==> src/rtl/rotate_seq_pkg.sv <==
// Shared types and default sizes for the
// rotate sequence controller slice.
package rotate_seq_pkg;

  localparam int DEF_WIDTH  = 5;
  localparam int DEF_STEP_W = 4;

  typedef enum logic [1:0] {
    S_IDLE  = 2'd0,
    S_SHIFT = 2'd1,
    S_DONE  = 2'd2
  } state_e;

endpackage

==> src/rtl/rotate_sequence_controller_if.sv <==
// Request/result bundle between a consumer
// and the rotate sequence controller.
interface rotate_sequence_controller_if
  import rotate_seq_pkg::*;
#(
  parameter int WIDTH  = DEF_WIDTH,
  parameter int STEP_W = DEF_STEP_W
);

  logic              start;
  logic [WIDTH-1:0]  pattern;
  logic [STEP_W-1:0] steps;
  logic              serial_in;
  logic              abort;
  logic              ack;
  logic [WIDTH-1:0]  q;
  logic              out;
  logic              busy;
  logic              done;
  logic              aborted;
  logic [STEP_W-1:0] remaining;

  modport master (
    output start, pattern, steps,
    output serial_in, abort, ack,
    input  q, out, busy, done,
    input  aborted, remaining
  );

  modport slave (
    input  start, pattern, steps,
    input  serial_in, abort, ack,
    output q, out, busy, done,
    output aborted, remaining
  );

endinterface

==> src/rtl/rotate_right_datapath.sv <==
// Loadable right-rotate register with
// serial_in ORed into the MSB feedback.
module rotate_right_datapath
  import rotate_seq_pkg::*;
#(
  parameter int WIDTH = DEF_WIDTH
) (
  input  logic             clock,
  input  logic             clear,
  input  logic             load,
  input  logic             shift_en,
  input  logic             serial_in,
  input  logic [WIDTH-1:0] load_val,
  output logic [WIDTH-1:0] q
);

  logic [WIDTH-1:0] q_q;
  logic [WIDTH-1:0] q_d;

  // load wins over shift; otherwise hold
  always_comb begin
    q_d = q_q;
    if (load) begin
      q_d = load_val;
    end else if (shift_en) begin
      q_d = {q_q[0] | serial_in,
             q_q[WIDTH-1:1]};
    end
  end

  // register with synchronous active-low clear
  always_ff @(posedge clock) begin
    if (!clear) begin
      q_q <= '0;
    end else begin
      q_q <= q_d;
    end
  end

  assign q = q_q;

endmodule

==> src/rtl/rotate_sequence_controller.sv <==
// Sequencer: load a pattern, rotate it right
// N times (or until abort), hold until ack.
module rotate_sequence_controller
  import rotate_seq_pkg::*;
#(
  parameter int WIDTH  = DEF_WIDTH,
  parameter int STEP_W = DEF_STEP_W
) (
  input logic clock,
  input logic clear,
  rotate_sequence_controller_if.slave bus
);

  state_e            state_q;
  state_e            state_d;
  logic [STEP_W-1:0] rem_q;
  logic [STEP_W-1:0] rem_d;
  logic              aborted_q;
  logic              aborted_d;
  logic              load;
  logic              shift_en;
  logic [WIDTH-1:0]  q;

  // next-state, counter and datapath controls
  always_comb begin
    state_d   = state_q;
    rem_d     = rem_q;
    aborted_d = aborted_q;
    load      = 1'b0;
    shift_en  = 1'b0;
    unique case (1'b1)
      (state_q == S_IDLE): begin
        if (bus.start) begin
          load      = 1'b1;
          rem_d     = bus.steps;
          aborted_d = 1'b0;
          state_d   = (bus.steps != '0)
                    ? S_SHIFT : S_DONE;
        end
      end
      (state_q == S_SHIFT): begin
        if (bus.abort) begin
          aborted_d = 1'b1;
          state_d   = S_DONE;
        end else begin
          shift_en = 1'b1;
          if (rem_q != '0) begin
            rem_d = rem_q - STEP_W'(1);
          end
          if (rem_q <= STEP_W'(1)) begin
            state_d = S_DONE;
          end
        end
      end
      (state_q == S_DONE): begin
        if (bus.ack) begin
          state_d = S_IDLE;
        end
      end
      default: begin
        state_d = S_IDLE;
      end
    endcase
  end

  // control state with synchronous clear
  always_ff @(posedge clock) begin
    if (!clear) begin
      state_q   <= S_IDLE;
      rem_q     <= '0;
      aborted_q <= 1'b0;
    end else begin
      state_q   <= state_d;
      rem_q     <= rem_d;
      aborted_q <= aborted_d;
    end
  end

  rotate_right_datapath #(
    .WIDTH(WIDTH)
  ) u_dp (
    .clock    (clock),
    .clear    (clear),
    .load     (load),
    .shift_en (shift_en),
    .serial_in(bus.serial_in),
    .load_val (bus.pattern),
    .q        (q)
  );

  assign bus.q         = q;
  assign bus.out       = q[0];
  assign bus.busy      = (state_q == S_SHIFT);
  assign bus.done      = (state_q == S_DONE);
  assign bus.aborted   = aborted_q;
  assign bus.remaining = rem_q;

endmodule
==> src/flat_wrapper.sv <==
// flat-port wrapper written by rule: the top's interface ports become plain ports
module rotate_sequence_controller_flat import rotate_seq_pkg::*;
#(
  parameter int WIDTH  = DEF_WIDTH,
  parameter int STEP_W = DEF_STEP_W
)
  (clock, clear, bus_start, bus_pattern, bus_steps, bus_serial_in, bus_abort, bus_ack, bus_q, bus_out, bus_busy, bus_done, bus_aborted, bus_remaining);
  rotate_sequence_controller_if #(.WIDTH(WIDTH), .STEP_W(STEP_W)) bus_i ();
  input logic clock;
  input logic clear;
  input wire logic [$bits(bus_i.start)-1:0] bus_start;
  input wire logic [$bits(bus_i.pattern)-1:0] bus_pattern;
  input wire logic [$bits(bus_i.steps)-1:0] bus_steps;
  input wire logic [$bits(bus_i.serial_in)-1:0] bus_serial_in;
  input wire logic [$bits(bus_i.abort)-1:0] bus_abort;
  input wire logic [$bits(bus_i.ack)-1:0] bus_ack;
  output wire logic [$bits(bus_i.q)-1:0] bus_q;
  output wire logic [$bits(bus_i.out)-1:0] bus_out;
  output wire logic [$bits(bus_i.busy)-1:0] bus_busy;
  output wire logic [$bits(bus_i.done)-1:0] bus_done;
  output wire logic [$bits(bus_i.aborted)-1:0] bus_aborted;
  output wire logic [$bits(bus_i.remaining)-1:0] bus_remaining;
  assign bus_i.start = bus_start;
  assign bus_i.pattern = bus_pattern;
  assign bus_i.steps = bus_steps;
  assign bus_i.serial_in = bus_serial_in;
  assign bus_i.abort = bus_abort;
  assign bus_i.ack = bus_ack;
  assign bus_q = bus_i.q;
  assign bus_out = bus_i.out;
  assign bus_busy = bus_i.busy;
  assign bus_done = bus_i.done;
  assign bus_aborted = bus_i.aborted;
  assign bus_remaining = bus_i.remaining;
  rotate_sequence_controller #(.WIDTH(WIDTH), .STEP_W(STEP_W)) u_core (.clock(clock), .clear(clear), .bus(bus_i));
endmodule
==> config.mk <==
export PLATFORM = sky130hd
export DESIGN_NAME = rotate_sequence_controller_flat
export DESIGN_NICKNAME = d
export VERILOG_FILES = /design/src/rtl/rotate_seq_pkg.sv /design/src/rtl/rotate_sequence_controller_if.sv /design/src/rtl/rotate_right_datapath.sv /design/src/rtl/rotate_sequence_controller.sv /design/src/flat_wrapper.sv
export SDC_FILE = /design/constraint.sdc
export NUM_CORES = 1
export LEC_CHECK = 0
export CORE_MARGIN = 2
export CORE_UTILIZATION = 37
export CTS_CLUSTER_DIAMETER = 60
export DETAILED_ROUTE_END_ITERATION = 8
export PLACE_DENSITY = 0.79
export SLEW_MARGIN = 20
export SYNTH_ARGS = -nofsm -noshare
export SYNTH_HDL_FRONTEND = slang
export SYNTH_HIERARCHICAL = 1
export SYNTH_SLANG_ARGS = --single-unit
==> constraint.sdc <==
create_clock -name clock -period 1.6 [get_ports clock]
set_clock_uncertainty 0.1 [all_clocks]
set_input_delay 0.16 -clock clock [delete_from_list [all_inputs] [get_ports clock]]
set_output_delay 0.16 -clock clock [all_outputs]
set_load 0.02 [all_outputs]
==> run_results.csv <==
group,metric,value,unit
routing,ant_nets,0,
placement,place_congestion,0.807,
global_routing,gr-total-overflow,0,
yosys,synth-compound-area-share,27.3,%
critical_path,path_cells,"inv_4, ha_4, nor3b_4, o31ai_4, buf_6, o21ai_2, a221oi_2",
timing,finalSetupViolCount,0,
clocking,cts_sinks,12,
clocking,insertion_delay,0.27,ns
critical_path,start_kind,"flip-flop",
yosys,synth_edf_count,0,
run_status,status,"finished, final reports clean",
yosys,syn_inst,77,
pwr,p_per_area,849,nW/um^2
routing,dr.pass1.iters,4,
cells_and_area,diodes,0,
critical_path,critPathSlowestCell,"dfxtp_4",
yosys,syn_area,696,um^2
worst_hold_path,hold_class,"input pin to flip-flop",
yosys,synth_area_leaders,"dfxtp_1 (35%), mux2i_1 (5.8%), a211oi_1 (5.4%)",
clocking,root_buffer,"clkbuf_4",
routing,drc,0,
timing,fin_setup_tns,0,ns
yosys,syn-num-nets,94,
yosys,yosysSeqAreaShare,34.5,%
clocking,clockBufferDepth,2,
yosys,synth_mux_area_share,5.76,%
cells_and_area,area_growth_syn_to_layout,75.9,%
critical_path,setup.worst_path.end_class,"flip-flop",
critical_path,crit_fanout,4,
timing,finalCritPeriodShare,99.4,%
pwr,ir_drop,0.625,mV
critical_path,cp_data_arrival_time,1.67,ns
yosys,synth-xor-area-share,0,%
critical_path,critPathBufInv,2,
floorplanning,die_h,47.4,um
yosys,async_flop_share,0,%
placement,hpwl,1540,um
yosys,synth_top_family_by_area,"compound AO/OA/AOI/OAI gates",
floorplanning,core_area,1750,um^2
clocking,cts_tree,"done",
timing,slew_headroom,77.5,%
critical_path,criticalPathCategory,"flip-flop to flip-flop",
cells_and_area,fin_area,1220,um^2
pwr,leakagePower,0.550,nW
global_routing,grt_usage,20.0,%
critical_path,slowest_delay,0.37,ns
yosys,yosysUniqueCellTypes,32,
floorplanning,io_pins,28,
yosys,yosys_warnings,6,
clocking,cts_buffers,3,
yosys,yosys.area.top_type,"dfxtp_1",
cells_and_area,nNetsFinal,145,
global_routing,grt_pass1_wl,3020,um
job,maxCapViolCount,0,
cells_and_area,drive_above_1_share,34.6,%
routing,avgViaCountPerCell,5.16,
critical_path,crit_family,"compound AO/OA/AOI/OAI gates",
yosys,synthAdderAreaFrac,3.60,%
timing,finalHoldViolations,0,
placement,numPortBuffers,27,
timing,report.final.slew_viol_count,0,
timing,fmax,629,MHz
clocking,htree_levels,1,
routing,avgRoutedWirePerCell,13.3,um
yosys,yosys.area_share.simple,21.0,%
yosys,synth_top_area_share,34.5,%
floorplanning,num_rows,15,
global_routing,grt_antenna_before_repair,0,
placement,placed_cell_area,1150,um^2
clocking,cts.clk_slew.worst_paths,0.08,ns
yosys,synthFlopType,"dfxtp_1",
timing,worst_pin_slew,0.334,ns
floorplanning,fp.dieW,47.4,um
critical_path,critical_path_required,1.68,ns
timing,rsz0062_at_grt,"yes",
yosys,ys_ff_latch,12,
global_routing,first_global_vias,688,
floorplanning,start_util,39.9,%
routing,via_count,785,
timing,layout_min_cycle_time,1.59,ns
clocking,cts_hold_buf,0,
routing,routed_wl,2030,um
floorplanning,die_area,2240,um^2
global_routing,grt_max_degree,9,
routing,drt-initial-drc-count,20,
yosys,syn_area_per_cell,9.03,um^2
[synthesized netlist by cell type (all sizes together), types with 2 or more instances]
master  instances
dfxtp          12
nor2           10
inv             8
a21oi           6
a211oi          5
mux2i           4
nor2b           4
o21ai           4
buf             3
a32o            2
ha              2
nand2b          2
nor3b           2
[power by group]
part	internal (mW)	switching [mW]	leakage, nW	total [mW]
registers	0.332	0.0342	0.100	0.366
clock network	0.138	0.108	0.0210	0.246
logic	0.228	0.198	0.428	0.426
[cell usage in the layout (no fill, tap or decap), types with 4 or more instances in the layout]
cell              n
a21oi_1           6
dfxtp_1          10
mux2i_1           4
inv_1             5
nor2b_1           4
nor2_1            9
a211oi_1          5
clkdlybuf4s50_1  19
dlygate4sd2_1     5
buf_4            21
[flip-flops by register name (all words and copies together) (netlist names)]
| name | flops |
|---|---|
| u_core/u_dp/q | 5 |
| u_core/bus.remaining | 4 |
| u_core/state_q | 2 |
| u_core/bus.aborted | 1 |
[stage by stage]
step / power, mW / utilization, % / instances / worst slack (ns) / hold WS, ns
floorplan: 0.585 / - / 77 / -0.0812 / 0.207
finish: 1.04 / 70.1 / 152 / 0.00922 / 0.394
global route: 1.10 / 70.1 / 152 / -0.0379 / 0.389
detailed placement: 0.786 / 66.0 / 145 / -0.225 / 0.398
global placement: 0.774 / 66.0 / 145 / -0.142 / 0.391
CTS: 1.03 / 68.7 / 151 / 0.0154 / 0.386
[layout make-up]
type	count	area, um^2
fillers	142	522
well taps	25	31.3
inverters	8	35.0
clock buffers	4	36.3
multi-input cells	54	440
repair buffers	49	433
flip-flops and latches	12	248
[tightest hold or removal path: stages]
cell             delay (ns)
clkdlybuf4s50_1        0.41
nand3_1                0.10
o41ai_2                0.06
[cells by family after synthesis]
family                   Yosys count
AND/OR/NAND/NOR                   25
flip-flops                        12
multiplexers                       4
buffers and inverters             11
AO/OA/AOI/OAI                     23
adder cells (fa/ha/maj)            2
[worst paths after layout]
path                                         from                                    to  slack, ns  cells after the start
min                                bus_pattern[4]         u_core/u_dp/q[4]$_SDFFE_PN0P_       0.39                      3
min reg2reg       u_core/bus.aborted$_SDFFE_PN0P_       u_core/bus.aborted$_SDFFE_PN0P_       0.41                      2
max          u_core/bus.remaining[0]$_SDFFE_PN0P_  u_core/bus.remaining[0]$_SDFFE_PN0P_      0.009                      7
max reg2reg  u_core/bus.remaining[0]$_SDFFE_PN0P_  u_core/bus.remaining[0]$_SDFFE_PN0P_      0.009                      7
[layer usage]
metal / track usage (%) / share of wire [%] / vias to the layer above / wire length (um)
li1: - / - / 383 / -
met4: 8.33 / 1.2 / 0 / 24
met3: 6.15 / 5.7 / 4 / 116
met1: 22.7 / 43 / 365 / 872
met2: 34.6 / 50 / 33 / 1010
met5: 0 / 0 / - / 0
[what timing repair did]
item / CTS / global route
gates cloned: 0 / 0
gates resized for setup: 7 / 8
setup buffers: 2 / 1
pin swaps: 1 / 4
endpoints found under the setup margin: 9 / 9
Power figures use the tool's default switching activity.
